===== src/rtl/collision_event_hub_pkg.sv =====
// Shared game definitions: FSM states, the hit-flag bundle and the frame geometry
// that the border/collision detector also uses.
package collision_event_hub_pkg;

  localparam int X_MAX = 639;
  localparam int Y_MAX = 479;

  typedef enum logic [1:0] {
    PLAY      = 2'd0,
    FREEZE    = 2'd1,
    GAME_OVER = 2'd2
  } game_state_t;

  typedef struct packed {
    logic char_left;
    logic char_right;
    logic arrow_top;
    logic bubble_char;
    logic arrow_bubble;
  } hit_flags_t;

endpackage


===== src/rtl/collision_event_hub_hit_accumulator.sv =====
// Sticky per-frame hit flags. The published set is the register content on the
// startOfFrame cycle; pulses arriving on that same cycle seed the next frame.
module hit_accumulator
  import collision_event_hub_pkg::*;
(
  input  logic       clk,
  input  logic       reset,
  input  logic       start_of_frame,
  input  hit_flags_t hits,
  output hit_flags_t flags
);

  hit_flags_t flags_reg;

  always_ff @(posedge clk) begin
    if (reset) begin
      flags_reg <= '0;
    end else if (start_of_frame) begin
      flags_reg <= hits;
    end else begin
      flags_reg <= flags_reg | hits;
    end
  end

  assign flags = flags_reg;

endmodule


===== src/rtl/collision_event_hub.sv =====
// Frame-level collision event hub: publishes sticky hits once per frame and runs
// the score / lives / freeze / game-over state machine.
module collision_event_hub
  import collision_event_hub_pkg::*;
#(
  parameter int HIT_SCORE     = 10,
  parameter int SCORE_W       = 16,
  parameter int LIVES_INIT    = 3,
  parameter int FREEZE_FRAMES = 60
) (
  input  logic               clk,
  input  logic               reset,
  input  logic               startOfFrame,
  input  logic               charCrashLeft,
  input  logic               charCrashRight,
  input  logic               arrowHitTop,
  input  logic               bubbleHitChar,
  input  logic               arrowHitBubble,
  output logic               charBlockLeft,
  output logic               charBlockRight,
  output logic               arrowReset,
  output logic               bubbleSplit,
  output logic               lifeLost,
  output logic [SCORE_W-1:0] score,
  output logic [2:0]         lives,
  output logic               freeze,
  output logic               gameOver
);

  localparam logic [SCORE_W-1:0] SCORE_MAX = '1;
  localparam logic [SCORE_W:0]   HIT_INC   = (SCORE_W+1)'(HIT_SCORE);

  hit_flags_t  hits;
  hit_flags_t  flags;
  game_state_t state_reg;
  game_state_t state_next;

  logic [SCORE_W-1:0] score_reg;
  logic [SCORE_W:0]   score_sum;
  logic [2:0]         lives_reg;
  logic [7:0]         freeze_cnt_reg;
  logic               publish_play;
  logic               add_score;
  logic               take_life;

  assign hits = '{char_left:    charCrashLeft,
                  char_right:   charCrashRight,
                  arrow_top:    arrowHitTop,
                  bubble_char:  bubbleHitChar,
                  arrow_bubble: arrowHitBubble};

  hit_accumulator u_hit_accumulator (
    .clk            (clk),
    .reset          (reset),
    .start_of_frame (startOfFrame),
    .hits           (hits),
    .flags          (flags)
  );

  assign publish_play = startOfFrame && (state_reg == PLAY);
  assign add_score    = publish_play && flags.arrow_bubble;
  assign take_life    = publish_play && flags.bubble_char && (lives_reg != 3'd0);
  // One extra bit catches the carry so the score pins at all-ones instead of wrapping.
  assign score_sum    = {1'b0, score_reg} + HIT_INC;

  always_ff @(posedge clk) begin
    if (reset) begin
      state_reg <= PLAY;
    end else begin
      state_reg <= state_next;
    end
  end

  always_comb begin
    state_next = state_reg;
    case (state_reg)
      PLAY: begin
        if (take_life) begin
          state_next = (lives_reg == 3'd1) ? GAME_OVER : FREEZE;
        end
      end
      FREEZE: begin
        if (startOfFrame && (freeze_cnt_reg <= 8'd1)) begin
          state_next = PLAY;
        end
      end
      GAME_OVER: state_next = GAME_OVER;
      default:   state_next = PLAY;
    endcase
  end

  always_comb begin
    freeze   = (state_reg != PLAY);
    gameOver = (state_reg == GAME_OVER);
  end

  always_ff @(posedge clk) begin
    if (reset) begin
      score_reg      <= '0;
      lives_reg      <= 3'(LIVES_INIT);
      freeze_cnt_reg <= 8'd0;
      charBlockLeft  <= 1'b0;
      charBlockRight <= 1'b0;
      arrowReset     <= 1'b0;
      bubbleSplit    <= 1'b0;
      lifeLost       <= 1'b0;
    end else begin
      arrowReset  <= publish_play && (flags.arrow_bubble || flags.arrow_top);
      bubbleSplit <= add_score;
      lifeLost    <= take_life;
      if (startOfFrame) begin
        charBlockLeft  <= flags.char_left;
        charBlockRight <= flags.char_right;
      end
      if (add_score) begin
        score_reg <= score_sum[SCORE_W] ? SCORE_MAX : score_sum[SCORE_W-1:0];
      end
      if (take_life) begin
        lives_reg      <= lives_reg - 3'd1;
        freeze_cnt_reg <= 8'(FREEZE_FRAMES);
      end else if (startOfFrame && (state_reg == FREEZE) && (freeze_cnt_reg != 8'd0)) begin
        freeze_cnt_reg <= freeze_cnt_reg - 8'd1;
      end
    end
  end

  assign score = score_reg;
  assign lives = lives_reg;

endmodule


===== config.mk =====
export PLATFORM = sky130hd
export DESIGN_NAME = collision_event_hub
export DESIGN_NICKNAME = d
export VERILOG_FILES = /design/src/rtl/collision_event_hub_pkg.sv /design/src/rtl/collision_event_hub_hit_accumulator.sv /design/src/rtl/collision_event_hub.sv
export SDC_FILE = /design/constraint.sdc
export NUM_CORES = 1
export LEC_CHECK = 0
export CAP_MARGIN = 10
export CORE_ASPECT_RATIO = 0.7
export CORE_UTILIZATION = 51
export DETAILED_ROUTE_END_ITERATION = 12
export GPL_TIMING_DRIVEN = 0
export PLACE_DENSITY = 0.89
export SKIP_LAST_GASP = 1
export SLEW_MARGIN = 20
export SYNTH_ARGS = -nofsm -noshare
export SYNTH_HDL_FRONTEND = slang
export SYNTH_HIERARCHICAL = 1
export SYNTH_SLANG_ARGS = --single-unit

===== constraint.sdc =====
create_clock -name clk -period 1.9 [get_ports clk]
set_input_delay 0.475 -clock clk [delete_from_list [all_inputs] [get_ports clk]]
set_output_delay 0.475 -clock clk [all_outputs]
set_load 0.05 [all_outputs]

* Word-level counts from Yosys, hierarchy flattened
Cells that the tools add are included. W data, S select, Z words.
Operators by class: $add $sub $neg 3, multiply operators 0, div/mod/pow operators 0, magnitude comparators 1, equality and inequality tests 5, shift operators 0, mux-type cells 8, bitwise operators 1, reductions and logical operators 16
Operator list (number):
- $add A16 B4 Y17 const B | 1
- $mux W16 | 1
- $mux W6 | 2
- $le A8 B1 Y1 const B | 1
- $logic_and A1 B1 Y1 | 8
- $reduce_bool A8 Y1 | 1
- $sub A8 B1 Y8 const B | 1
- $mux W2 | 3
- $pmux W2 S3 | 1
- $mux W5 | 1
- $or A5 B5 Y5 | 1
- $ne A2 B2 Y1 const B | 2
- $reduce_bool A2 Y1 | 2
- $eq A3 B1 Y1 const B | 1
- $reduce_bool A3 Y1 | 1
- $sub A3 B1 Y3 const B | 1
- $eq A2 B1 Y1 const B | 1
- $eq A2 B2 Y1 const B | 1
- $logic_not A2 Y1 | 1
- $reduce_and A2 Y1 | 1
- $reduce_or A2 Y1 | 1
- $logic_or A1 B1 Y1 | 1
Storage, ports and cells: flip-flop bits (word level) 39, latch bits 0, bits in writable memories 0, ROM bits 0, input port bits 8, output and inout bits 26, memories kept 0

* Depth between registers and ports, before layout
Gate-level depths: netlist of run 1.
depth after elaboration 6, depth in mapped cells 7, depth with buffers taken out 6

* Hierarchy
The synthesis of run 1 kept the hierarchy.
Modules (own cells, without submodules):
- collision_event_hub | times used 1, cells an instance 180, area each 1691.6 um2, sequential area each 680.7 um2
- hit_accumulator | times used 1, cells an instance 20, area each 175.2 um2, sequential area each 100.1 um2

* Least setup slack after synthesis of run 1
No wires, ideal clock.
kind register to register, start point register score_reg[4], in the netlist score[4], end point register score_reg[3], in the netlist score[3], arrival 1814 ps, slack -5 ps, cell stages (with the launch flop) 5, path buffers 0, period minus slack after synthesis 1905 ps, path through dfxtp_1 > nand4_1 > nor4_2 > nand2b_1 > a311oi_1
On the way: cells in the longest elaborated chain, start to end 2
RTL lines:
- start: declaration | RTL line collision_event_hub.sv:38 | logic [SCORE_W-1:0] score_reg;
- start signal: assignment | RTL line collision_event_hub.sv:116 | score_reg <= score_sum[SCORE_W] ? SCORE_MAX : score_sum[SCORE_W-1:0];
- $add A16 B4 Y17 | RTL line collision_event_hub.sv:64 | assign score_sum = {1'b0, score_reg} + HIT_INC;
- $mux W16 | RTL line collision_event_hub.sv:116
Every way passes these cells. A chain may end at the register's enable or synchronous reset.

* Worst setup path in the final report of run 1
start point register lifeLost, end point output port lifeLost
RTL lines:
- start: declaration | RTL line collision_event_hub.sv:23 | output logic lifeLost,
- start signal: assignment | RTL line collision_event_hub.sv:110 | lifeLost <= take_life;
No word-level cell between the ends.

==> impl_metrics.json, run 1 <==
{
  "run_status": "complete, no violations",
  "cts_made_buffers": 5,
  "cts_tree": "built",
  "total_power_mw": 1.687,
  "critPathArrivalTime_ns": 1.38,
  "max-vdd-ir-drop_v": 0.0004660,
  "die_h_um": 52.62,
  "worst_ep_required_time_ns": 1.42,
  "firstDrtPassIters": 4,
  "grt_setup_unrepaired": "false",
  "clk_pin_slew_ns": 0.07,
  "syn_avg_cell_area_um2": 9.334,
  "drive_above_1_share_pct": 14.94,
  "power_density_nw_per_um2": 705.9,
  "mappedNetlistNets": 215,
  "drv_slew": 0,
  "postSynthCellCount": 200,
  "dr_wl_cell_um": 16.27,
  "clock_tree.root_cell": "clkbuf_8",
  "timing.critical_path.buf_inv": 1,
  "largest_register_ff_count": 16,
  "clkLatencyLatePin_ns": 0.28,
  "number_of_antenna_violations_at_the_first_check_in_global_routing": 0,
  "clkSinkCount": 39,
  "gr-usage-all-layers_pct": 26.13,
  "ys_seq_area_share_pct": 41.82,
  "viasPerCell": 5.764,
  "final-setup-viol-count": 0,
  "drt_first_iter_violations": 77,
  "cell_family_contributing_the_most_delay_on_the_critical_path": "buffers and inverters",
  "synth-edff-count": 0,
  "coreArea_um2": 3318,
  "drv_cap": 0,
  "type_of_the_tightest_min_delay_check": "flop to flop",
  "dp_slack_ns": -0.5642,
  "post-route-period-util_pct": 97.84,
  "most_frequent_standard_cell_in_the_layout_excluding_fill_and_tap_cells": "dfxtp_1",
  "cp-start-kind": "flop",
  "post-route-worst-setup-slack_ns": 0.04112,
  "ys_seq_elements": 39,
  "nNetsFinal": 256,
  "synthesis.area_um2": 1867,
  "cts_hold_repair.buffers": 0,
  "relSlewSlack_pct": 66.13,
  "grt_max_degree": 12,
  "worst-setup-path-type": "flop to output port",
  "insertedDiodeCount": 0,
  "area.growth.synth_to_final_pct": 28.02,
  "weighted_congestion_at_the_end_of_routability_driven_global_placement": 0.8704,
  "die_area_um2": 3910,
  "worstPathMaxFanout": 1,
  "grt_first_pass_wirelength_mm": 7.396,
  "crit_path_end_kind": "output port",
  "dieWidth_um": 74.31,
  "cts-root-to-sink-buffers": 2,
  "synth-async-reset-ratio_pct": 0,
  "yosys-top-cells-area": "dfxtp_1 42%, xnor2_1 6.1%, ha_1 4.7%",
  "tightest_slew_ns": 0.5081,
  "ys.warnings.count": 6,
  "synth_top_cell_by_area": "dfxtp_1",
  "synth.lib_cells_used.distinct": 45,
  "antenna_violating_nets_post_route": 0,
  "detail_route.drc_violations": 0,
  "timing.fmax_ghz": 0.5380,
  "detail_route.wirelength_mm": 4.686,
  "cts.htree.levels": 2,
  "initial_utilization_pct": 56.26,
  "critPathMaxStageDelay_ns": 0.79,
  "finalHoldViolCount": 0,
  "crit_slowest_cell": "clkdlybuf4s50_1",
  "p_leak_nw": 1.014,
  "clock_skew_ns": 0.004984,
  "via_count": 1660,
  "via_count_of_the_first_global_routing_pass": 1554,
  "grt.overflow.total": 0,
  "final.fill_count": 243,
  "std_cell_rows": 17,
  "timing.critical_path.cells": "clkdlybuf4s50_1",
  "setup_tns_ns": 0,
  "final.min_clock_period_ns": 1.859,
  "synth_top_flop_cell": "dfxtp_1",
  "port_buffers": 33,
  "ios": 34,
  "synth.top_cell.area_share_pct": 41.82,
  "place.detailed.hpwl_mm": 3.112,
  "mostFrequentLayoutCells": "38 x dfxtp_1, 21 x dlygate4sd2_1, 16 x nor2_1, 13 x xnor2_1, 12 x a21oi_1"
}
## where the power goes
group	internal, mW	switching (mW)
sequential	0.846	0.0311
clock	0.285	0.283
combinational	0.0964	0.146
## metrics by stage
stage               utilization (%)  instances  hold slack, ns  instance area [um^2]
floorplan                         -        200          0.4431                  1868
global placement              68.02        280          0.4596                  2257
detailed placement            68.02        280          0.4639                  2257
CTS                           71.53        287          0.4763                  2374
global route                  72.02        288          0.4882                  2390
finish                        72.02        288          0.4758                  2390
## path summary, 6_finish.rpt
kind / from / to / slack [ns] / cells after the start
worst max-delay path: lifeLost$_SDFF_PP0_ / lifeLost / 0.04 / 1
worst min-delay path: u_hit_accumulator/flags[3]$_SDFF_PP0_ / u_hit_accumulator/flags[3]$_SDFF_PP0_ / 0.48 / 2
worst max register to register: score[5]$_SDFFE_PP0P_ / score[3]$_SDFFE_PP0P_ / 0.11 / 4
worst min register to register: u_hit_accumulator/flags[3]$_SDFF_PP0_ / u_hit_accumulator/flags[3]$_SDFF_PP0_ / 0.48 / 2
## timing repair
action / in CTS / in global routing
pin swaps: 0 / 1
gates resized for setup: 34 / 11
buffers inserted: 0 / 1
setup endpoints to repair: 42 / 23
hold endpoints to repair: 0 / 0
## cell type report
cell class / instances / area [um^2] / share of cell area (%)
clock inverter: 1 / 5.005 / 0.2094
buffer: 7 / 45.04 / 1.885
sequential: 39 / 782.0 / 32.72
timing repair buffer: 34 / 306.5 / 12.83
tap: 47 / 58.81 / 2.461
clock buffer: 6 / 82.58 / 3.456
inverter: 10 / 37.54 / 1.571
multi-input combinational: 144 / 1072 / 44.87
## cell usage after synthesis, types with 5 or more instances
master,instances
dfxtp_1,39
ha_1,7
nor2_1,17
nor3_1,7
nand2b_1,10
nand2_1,6
nor4_2,6
o21ai_1,5
a31oi_1,6
a21oi_1,12
inv_1,10
xnor2_1,13
## tightest hold or removal path, cell delays in order (launching register included)
cell	delay [ns]
dfxtp_1	0.32
nand2b_1	0.06
a21oi_1	0.06
## cells by family after synthesis
group           synth area share [%]
simple gates                   27.08
compound gates                 15.15
flops                          41.82
buf+inv                        3.619
xor+xnor                       6.568
fa+ha+maj                      4.691
mux                            1.072
## layer usage
layer / track usage (%) / vias up / share of wire [%]
met1: 32.86 / 776 / 44
met4: 8.176 / 0 / 1.6
met2: 43.64 / 62 / 48
met3: 7.115 / 12 / 5.9
met5: 0 / - / 0
li1: - / 810 / -
(Power assumes the default switching activity.)
==> run 2: changes to the inputs <==
Settings changed: CORE_MARGIN set to 4, GPL_TIMING_DRIVEN 0 to unset, SKIP_CTS_REPAIR_TIMING set to 1.
==> run 2 against run 1 <==
  * Via count up 2.3%
  * Worst hold slack gained 0.0026 ns
  * Clock skew about the same
  * Critical endpoint is now score[3]$_SDFFE_PP0P_
  * Final cell count grew 7.6%
  * First-iteration DRC count rose by 120%
  * Clock power is 24% higher
  * Wire length is 6.5% lower
  * Final area is 5.3% higher
  * Critical path type is now input pin to flop
  * Combinational power grew 9.9%
==> impl_metrics.json, run 2 (synthesis results as in run 1) <==
{
  "total_power_mw": 1.850,
  "nNetsFinal": 274,
  "timing.critical_path.buf_inv": 2,
  "critPathMaxStageDelay_ns": 0.50,
  "post-route-period-util_pct": 97.37,
  "gr-usage-all-layers_pct": 20.52,
  "run_status": "complete, no violations",
  "reg2reg_depth": 4,
  "viasPerCell": 5.481,
  "cts.htree.levels": 2,
  "min_from": "score[0]$_SDFFE_PP0P_",
  "port_buffers": 33,
  "global_route.usage.met1_pct": 30.70,
  "clk_pin_slew_ns": 0.08,
  "power_density_nw_per_um2": 734.7,
  "dieWidth_um": 80.31,
  "via_count": 1699,
  "place.detailed.hpwl_mm": 3.257,
  "setup_tns_ns": 0,
  "tightest_slew_ns": 0.4383,
  "crit_slowest_cell": "clkdlybuf4s50_1",
  "grt_setup_unrepaired": "true",
  "worst-setup-path-type": "input pin to flop",
  "cell_family_contributing_the_most_delay_on_the_critical_path": "buffers and inverters",
  "most_frequent_standard_cell_in_the_layout_excluding_fill_and_tap_cells": "buf_4",
  "use_met3_pct": 5.199,
  "cts-root-to-sink-buffers": 2,
  "std_cell_rows": 18,
  "cts_tree": "built",
  "antenna_violating_nets_post_route": 0,
  "timing.critical_path.cells": "clkdlybuf4s50_1 > buf_4 > nor3b_4 > and2_1 > o22ai_1 > a311oi_1",
  "final.min_clock_period_ns": 1.850,
  "met2_capacity_usage_during_global_routing_pct": 28.77,
  "grt.overflow.total": 0,
  "initial_utilization_pct": 53.13,
  "cp-start-kind": "input pin",
  "p_leak_nw": 1.018,
  "worst_ep_required_time_ns": 2.08,
  "max-vdd-ir-drop_v": 0.0005695,
  "detail_route.drc_violations": 0,
  "clock_tree.root_cell": "clkbuf_8",
  "final.fill_count": 265,
  "drive_above_1_share_pct": 30.00,
  "drv_cap": 0,
  "clkSinkCount": 39,
  "type_of_the_tightest_min_delay_check": "flop to flop",
  "drv_slew": 0,
  "critPathArrivalTime_ns": 2.03,
  "via_count_of_the_first_global_routing_pass": 1550,
  "worstPathMaxFanout": 9,
  "cts_made_buffers": 5,
  "clkLatencyLatePin_ns": 0.29,
  "reg2reg_from": "score[4]$_SDFFE_PP0P_",
  "firstDrtPassIters": 4,
  "area.growth.synth_to_final_pct": 34.85,
  "top_usage_layer": "met1",
  "clock_skew_ns": 0.005287,
  "number_of_antenna_violations_at_the_first_check_in_global_routing": 0,
  "grt_first_pass_wirelength_mm": 7.458,
  "finalHoldViolCount": 0,
  "detail_route.wirelength_mm": 4.381,
  "insertedDiodeCount": 0,
  "largest_register_ff_count": 16,
  "critical_path_launch_point": "startOfFrame",
  "grt_max_degree": 18,
  "die_h_um": 58.62,
  "worst_hold_path.num_cells": 2,
  "die_area_um2": 4708,
  "weighted_congestion_at_the_end_of_routability_driven_global_placement": 0.9071,
  "drt_first_iter_violations": 170,
  "coreArea_um2": 3513,
  "final-setup-viol-count": 0,
  "ios": 34,
  "timing.fmax_ghz": 0.5405,
  "mostFrequentLayoutCells": "50 x buf_4, 38 x dfxtp_1, 17 x nor2_1, 13 x xnor2_1, 12 x a21oi_1",
  "cp_num_cells": 6,
  "relSlewSlack_pct": 70.53,
  "dr_wl_cell_um": 14.13,
  "crit_path_end_kind": "flop"
}
[run 2: path summary, 6_finish.rpt]
path                                               to  slack (ns)
worst min register to register  score[0]$_SDFFE_PP0P_        0.48
worst max-delay path            score[3]$_SDFFE_PP0P_        0.05
worst min-delay path            score[0]$_SDFFE_PP0P_        0.48
worst max register to register  score[3]$_SDFFE_PP0P_        0.05
[run 2: metal layers]
metal | part of all wire, % | vias up
met3 | 6.0 | 5
li1 | - | 845
met1 | 50 | 805
met4 | 0.82 | 0
met2 | 44 | 44
met5 | 0 | -
[run 2: final cells by class]
class	instances	area [um^2]	share of cell area, %
Multi-Input combinational cell	144	1032	41.00
Sequential cell	39	782.0	31.06
Timing Repair Buffer	59	485.5	19.28
Clock buffer	6	82.58	3.280
Tap cell	50	62.56	2.485
Inverter	10	37.54	1.491
Clock inverter	2	35.03	1.392
[run 2: worst min-delay path: stages, from the launching register on]
cell      delay, ns
dfxtp_1        0.33
nand2b_1       0.06
o31ai_1        0.06
[run 2: stage by stage]
| step | util, % | instance area, um^2 | hold WS [ns] | worst slack, ns | instances |
|---|---|---|---|---|---|
| finish | 71.65 | 2517 | 0.4785 | 0.04989 | 310 |
| detailed placement | 67.91 | 2386 | 0.4652 | -0.2195 | 302 |
| global route | 71.65 | 2517 | 0.5130 | -0.01458 | 310 |
| CTS | 71.26 | 2504 | 0.4841 | 0.04987 | 310 |
| floorplan | - | 1868 | 0.4431 | 0.009521 | 200 |
| global placement | 67.91 | 2386 | 0.4499 | -0.1992 | 302 |
[run 2: power breakdown]
part           switching (mW)  internal [mW]  total (mW)  leakage, nW
Sequential             0.0323          0.846       0.878        0.318
Clock                   0.280          0.425       0.705       0.0612
Combinational           0.145          0.121       0.266        0.638
Total                   0.458           1.39        1.85         1.02
